## config.mk

```make
export PLATFORM = sky130hd
export DESIGN_NAME = conv3x3_engine_flat
export DESIGN_NICKNAME = d
export VERILOG_FILES = /design/src/rtl/conv_pkg.sv /design/src/rtl/conv_if.sv /design/src/rtl/conv_mac2.sv /design/src/rtl/conv3x3_engine.sv /design/src/flat_wrapper.sv
export SDC_FILE = /design/constraint.sdc
export NUM_CORES = 1
export LEC_CHECK = 0
export ABC_AREA = 1
export ABC_CLOCK_PERIOD_IN_PS = 8950
export CAP_MARGIN = 20
export CORE_ASPECT_RATIO = 1.1
export CORE_UTILIZATION = 40
export DETAILED_ROUTE_END_ITERATION = 8
export HOLD_SLACK_MARGIN = 0.12
export SLEW_MARGIN = 10
export SYNTH_ARGS = -nofsm -noshare
export SYNTH_HDL_FRONTEND = slang
export SYNTH_SLANG_ARGS = --single-unit
export TNS_END_PERCENT = 10
```

## constraint.sdc

```tcl
create_clock -name clk -period 8.95 [get_ports clk]
set_input_delay 1.3425 -clock clk [delete_from_list [all_inputs] [get_ports clk]]
set_output_delay 1.3425 -clock clk [all_outputs]
set_load 0.005 [all_outputs]
```

## src/rtl/conv_pkg.sv

```systemverilog
// conv_pkg: shared widths, FSM states and address/saturation helpers for conv3x3_engine
package conv_pkg;
    localparam int PIX_W = 8;
    localparam int ADDR_W = 10;
    localparam int ACC_W = 20;
    typedef enum logic [2:0] {IDLE, READ, FLUSH, STORE, DONE} state_t;
    function automatic logic [ADDR_W-1:0] tap_addr(input int r, input int c, input int k, input int w);
        return ADDR_W'((r + k / 3) * w + c + k % 3);
    endfunction
    function automatic logic signed [PIX_W-1:0] sat8(input logic signed [ACC_W-1:0] acc);
        return acc > 20'sd127 ? 8'sd127 : acc < -20'sd128 ? -8'sd128 : acc[PIX_W-1:0];
    endfunction
endpackage

```

## src/rtl/conv_if.sv

```systemverilog
// conv_if: memory-read, kernel and result-store signals of the 3x3 convolution engine
interface conv_if;
    import conv_pkg::*;
    logic conv;
    logic signed [PIX_W-1:0] kernel [9];
    logic signed [PIX_W-1:0] data1, data2;
    logic [ADDR_W-1:0] addr1, addr2, address;
    logic load, store, done;
    logic signed [PIX_W-1:0] result;
    modport master (input conv, kernel, data1, data2, output addr1, addr2, load, result, address, store, done);
    modport slave (output conv, kernel, data1, data2, input addr1, addr2, load, result, address, store, done);
endinterface

```

## src/rtl/conv_mac2.sv

```systemverilog
// conv_mac2: two signed 8x8 multipliers feeding a 20-bit accumulator with clear/enable
module conv_mac2 import conv_pkg::*; (
    input logic clk,
    input logic rst,
    input logic clr,
    input logic en,
    input logic signed [PIX_W-1:0] a1,
    input logic signed [PIX_W-1:0] b1,
    input logic signed [PIX_W-1:0] a2,
    input logic signed [PIX_W-1:0] b2,
    output logic signed [ACC_W-1:0] sum
);
    logic signed [ACC_W-1:0] acc;
    logic signed [2*PIX_W-1:0] m1, m2;
    always_comb begin
        m1 = a1 * b1;
        m2 = a2 * b2;
        sum = acc + ACC_W'(m1) + ACC_W'(m2);
    end
    always_ff @(posedge clk) begin
        if (rst || clr) acc <= '0;
        else if (en) acc <= sum;
    end
endmodule

```

## src/rtl/conv3x3_engine.sv

```systemverilog
// conv3x3_engine: streaming 3x3 valid convolution, 7 cycles per output pixel.
// Define RELU_EN to clamp stored results at zero.
module conv3x3_engine import conv_pkg::*; #(
    parameter int H = 28,
    parameter int W = 28
) (
    input logic clk,
    input logic rst,
    conv_if.master bus
);
    state_t state;
    logic [ADDR_W-1:0] r, c, nr, nc;
    logic [2:0] p, mp;
    logic signed [PIX_W-1:0] ka, kb, res_next;
    logic signed [ACC_W-1:0] sum;
    logic last_col, last;
    // data arriving now belongs to the pair issued one cycle earlier; FLUSH sees pair 4
    always_comb begin
        mp = state == FLUSH ? 3'd4 : p - 3'd1;
        ka = bus.kernel[{mp, 1'b0}];
        kb = mp == 3'd4 ? '0 : bus.kernel[{mp, 1'b1}];
        res_next = sat8(sum);
`ifdef RELU_EN
        res_next = res_next[PIX_W-1] ? '0 : res_next;
`endif
        last_col = c == ADDR_W'(W - 3);
        last = last_col && r == ADDR_W'(H - 3);
        nc = last_col ? '0 : c + 1'b1;
        nr = last_col ? r + 1'b1 : r;
    end
    conv_mac2 mac (
        .clk(clk),
        .rst(rst),
        .clr(state == READ && p == 3'd0),
        .en((state == READ && p != 3'd0) || state == FLUSH),
        .a1(bus.data1),
        .b1(ka),
        .a2(bus.data2),
        .b2(kb),
        .sum(sum)
    );
    always_ff @(posedge clk) begin
        if (rst) begin
            state <= IDLE;
            r <= '0;
            c <= '0;
            p <= '0;
            bus.addr1 <= '0;
            bus.addr2 <= '0;
            bus.load <= 1'b0;
            bus.result <= '0;
            bus.address <= '0;
            bus.store <= 1'b0;
            bus.done <= 1'b0;
        end else begin
            case (state)
                IDLE: if (bus.conv) begin
                    state <= READ;
                    r <= '0;
                    c <= '0;
                    p <= '0;
                    bus.addr1 <= tap_addr(0, 0, 0, W);
                    bus.addr2 <= tap_addr(0, 0, 1, W);
                    bus.load <= 1'b1;
                end
                READ: if (p == 3'd4) begin
                    state <= FLUSH;
                    bus.load <= 1'b0;
                end else begin
                    p <= p + 3'd1;
                    bus.addr1 <= tap_addr(int'(r), int'(c), 2 * int'(p) + 2, W);
                    bus.addr2 <= tap_addr(int'(r), int'(c), p == 3'd3 ? 8 : 2 * int'(p) + 3, W);
                end
                FLUSH: begin
                    state <= STORE;
                    bus.result <= res_next;
                    bus.address <= ADDR_W'(int'(r) * (W - 2) + int'(c));
                    bus.store <= 1'b1;
                end
                STORE: begin
                    bus.store <= 1'b0;
                    if (last) begin
                        state <= DONE;
                        bus.done <= 1'b1;
                    end else begin
                        state <= READ;
                        r <= nr;
                        c <= nc;
                        p <= '0;
                        bus.addr1 <= tap_addr(int'(nr), int'(nc), 0, W);
                        bus.addr2 <= tap_addr(int'(nr), int'(nc), 1, W);
                        bus.load <= 1'b1;
                    end
                end
                DONE: if (!bus.conv) begin
                    state <= IDLE;
                    bus.done <= 1'b0;
                end
                default: state <= IDLE;
            endcase
        end
    end
endmodule

```

## src/flat_wrapper.sv

```systemverilog
// flat-port wrapper written by rule: the top's interface ports become plain ports
module conv3x3_engine_flat import conv_pkg::*;
#(
    parameter int H = 28,
    parameter int W = 28
)
  (clk, rst, bus_conv, bus_kernel, bus_data1, bus_data2, bus_addr1, bus_addr2, bus_load, bus_result, bus_address, bus_store, bus_done);
  conv_if bus_i ();
  input logic clk;
  input logic rst;
  input wire logic [$bits(bus_i.conv)-1:0] bus_conv;
  input wire logic [$bits(bus_i.kernel)-1:0] bus_kernel;
  input wire logic [$bits(bus_i.data1)-1:0] bus_data1;
  input wire logic [$bits(bus_i.data2)-1:0] bus_data2;
  output wire logic [$bits(bus_i.addr1)-1:0] bus_addr1;
  output wire logic [$bits(bus_i.addr2)-1:0] bus_addr2;
  output wire logic [$bits(bus_i.load)-1:0] bus_load;
  output wire logic [$bits(bus_i.result)-1:0] bus_result;
  output wire logic [$bits(bus_i.address)-1:0] bus_address;
  output wire logic [$bits(bus_i.store)-1:0] bus_store;
  output wire logic [$bits(bus_i.done)-1:0] bus_done;
  assign bus_i.conv = bus_conv;
  assign bus_i.kernel = {>>{bus_kernel}};
  assign bus_i.data1 = bus_data1;
  assign bus_i.data2 = bus_data2;
  assign bus_addr1 = bus_i.addr1;
  assign bus_addr2 = bus_i.addr2;
  assign bus_load = bus_i.load;
  assign bus_result = bus_i.result;
  assign bus_address = bus_i.address;
  assign bus_store = bus_i.store;
  assign bus_done = bus_i.done;
  conv3x3_engine #(.H(H), .W(W)) u_core (.clk(clk), .rst(rst), .bus(bus_i));
endmodule
```

==> metrics.cfg <==
[run_status]
outcome = finished, final reports clean

[final_layout]
nFillCells = 3965
layout-drive-gt1-share = 0.05147
area_delta_synth_final_pct = 14.91
regArea_sq_um = 1745
stdcell_area_sq_um = 18580
multi_input_area_sq_um = 12620
fin_util = 0.4708
fin_nets = 2800
num_antenna_cells = 0

[logic_synthesis]
syn_inst = 2177
synth.most_common_cell = inv_1
synthFlopType = dfxtp_1
synth_commonest_cells = inv_1, nand2_1, fa_1
syn_area_sq_um = 16170
ys_ff_latch = 87
ys_seq_area_frac = 0.1077
yosysTopAreaCell = fa_1
async_flop_share = 0
syn-num-nets = 2670
synth.avg_cell_area_sq_um = 7.427
ys_warn_count = 0
yosys-top-cells-area = fa_1, ha_1, dfxtp_1
yosys.area.top_type_share = 0.2650
synth.distinct_cells = 51
synth-edff-count = 0

[critical_path]
critPathMaxStageDelay_ps = 510
end_kind = register
crit_arrival_ps = 8690
crit_top_cell = inv_1
path_class = reg -> reg
critPathRequiredTime_ps = 9240
slowest_stage = fa_1
start_kind = register
critPathMaxFanout = 8

[drt]
wl_per_cell_microns = 17.10
detail_route.vias_per_cell = 5.082
ant_nets = 0
first_pass_iters = 5
totalWireLength_mm = 48.20
route.vias.total = 14330
drtIter0Drc = 732
drc_errors = 0

[placed_design]
dp_hpwl_mm = 41.40
place_congestion = 0.9165
post-place-ws_ps = -133.5
post_dp_cell_area_sq_um = 18150
io_buffers = 131

[clock_network]
cts.sinks = 87
clkLatencyLatePin_ps = 370
clkSlewWorstSetupHoldPaths_ps = 70
cts_made_buffers = 9
cts_root_buf = clkbuf_16
hold_buffers = 0
cts_max_level = 3
clockBufferDepth = 2
cts_tree = yes

[die]
ios = 132
die_area_sq_um = 41230
design.core.area_sq_um = 39460
die_x_microns = 193.7
start_util = 0.4097
placementRows = 76
die_h_microns = 212.9

[global_routing]
grtUsageTotal = 0.2439
grt_max_degree = 41
grt_pass1_vias = 15030
grt_overflow = 0
grt_pass1_wl_mm = 78.83
antenna_found_initial = 0

[sta]
setup_viol = 0
rsz0062_at_grt = false
max_freq_mhz = 119.2
hold_viol = 0
max_slew.worst_pin.slew_ps = 1023
fin_crit_sh = 0.9375
final_max_slew_viol_count = 0
slew_headroom = 0.3152
layout_setup_ws_ps = 559.1
min_period_ps = 8391
fin_hold_ws_ps = 477.1
fin_skew_ps = 8.580

[hold_path]
hold_class = reg -> reg

[job]
maxCapViolCount = 0

cells in the final DEF, fill, tap and decap left out, types with 6 or more instances in the layout:
master | Yosys | layout
a31oi_1 | 10 | 10
xor2_1 | 53 | 51
o211ai_1 | 13 | 13
inv_2 | 4 | 6
nor2_1 | 196 | 194
a21oi_1 | 154 | 153
o21bai_1 | 8 | 8
ha_1 | 188 | 184
nand3b_1 | 12 | 12
or2_2 | 12 | 12
o21ai_0 | 101 | 101
fa_1 | 214 | 213
dfxtp_1 | 87 | 84
clkdlybuf4s50_1 | 0 | 130
inv_1 | 457 | 455
xnor2_1 | 31 | 31
nand2_2 | 15 | 17
buf_4 | 0 | 26
nand4_1 | 15 | 15
o22ai_1 | 6 | 6
nand3_1 | 97 | 97
nor3_1 | 11 | 10
clkbuf_16 | 0 | 9
nand2_1 | 391 | 389
per-stage QoR:
step | TNS, ps | instances
6_report | 0 | 2819
5_1_grt | 0 | 2819
4_1_cts | 0 | 2816
3_5_place_dp | -133.5 | 2800
3_3_place_gp | -83.14 | 2800
2_1_floorplan | 0 | 2177
kinds of logic after synthesis:
| family | Yosys count | share of synthesized area |
|---|---|---|
| buffers and inverters | 503 | 0.1169 |
| AOI/OAI and AO/OA | 325 | 0.1120 |
| xor gates and xnor gates | 84 | 0.04550 |
| and+or+nand+nor | 773 | 0.2055 |
| DFF | 87 | 0.1077 |
| muxes | 3 | 0.001857 |
| adders and majority gates | 402 | 0.4104 |
layer usage:
layer  global-route usage  share of wire  vias up
met3              0.02164          0.035       85
met4              0.09159          0.034        0
met2               0.4506           0.51      337
met1               0.2943           0.42     6823
li1                     -              -     7081
met5                    0              0        -
flip-flops by register name, indices dropped and copies added, names as in the netlist:
signal and count:
u_core.bus.address 10, u_core.mac.acc 20, u_core.bus.addr1 10, u_core.bus.result 8, u_core.bus.load 1, u_core.c 10, u_core.r 10, u_core.state 3
u_core.bus.addr2 10, u_core.bus.store 1, u_core.p 3, u_core.bus.done 1
area by class of cell:
class                   count  area share
multi-input cells        1587      0.6790
well taps                 507     0.03414
clock buffers              11     0.01253
repair buffers            158     0.08229
flip-flops and latches     87     0.09394
clock inverters             5    0.004377
inverters                 464     0.09374
critical path, delay by kind of cell, from the launching register on:
family / cells / cell delay, ps
AND/OR/NAND/NOR: 18 / 2060
buffers and inverters: 9 / 690
flip-flops: 1 / 360
adder cells (fa/ha/maj): 12 / 3760
AO/OA/AOI/OAI: 6 / 900
XOR/XNOR: 3 / 550
timing repair:
item                                    in CTS  in global routing
endpoints found under the setup margin       1                  8
resized for setup                            4                 16
setup buffers                                0                  1
path summary, 6_finish.rpt:
| path | slack [ps] | depth (start not counted) | to | startpoint |
|---|---|---|---|---|
| setup / recovery | 560 | 48 | u_core.bus.addr2[9]$_SDFFE_PP0P_ | u_core.p[0]$_SDFFE_PP0P_ |
| hold / removal | 480 | 2 | u_core.bus.addr2[0]$_SDFFE_PP0P_ | u_core.bus.addr2[0]$_SDFFE_PP0P_ |
| setup reg to reg | 560 | 48 | u_core.bus.addr2[9]$_SDFFE_PP0P_ | u_core.p[0]$_SDFFE_PP0P_ |
| hold reg to reg | 480 | 2 | u_core.bus.addr2[0]$_SDFFE_PP0P_ | u_core.bus.addr2[0]$_SDFFE_PP0P_ |
Power is left out: the tool's default activity adds up to more than one toggle a clock period on the data nets, which glitch-free logic cannot reach.
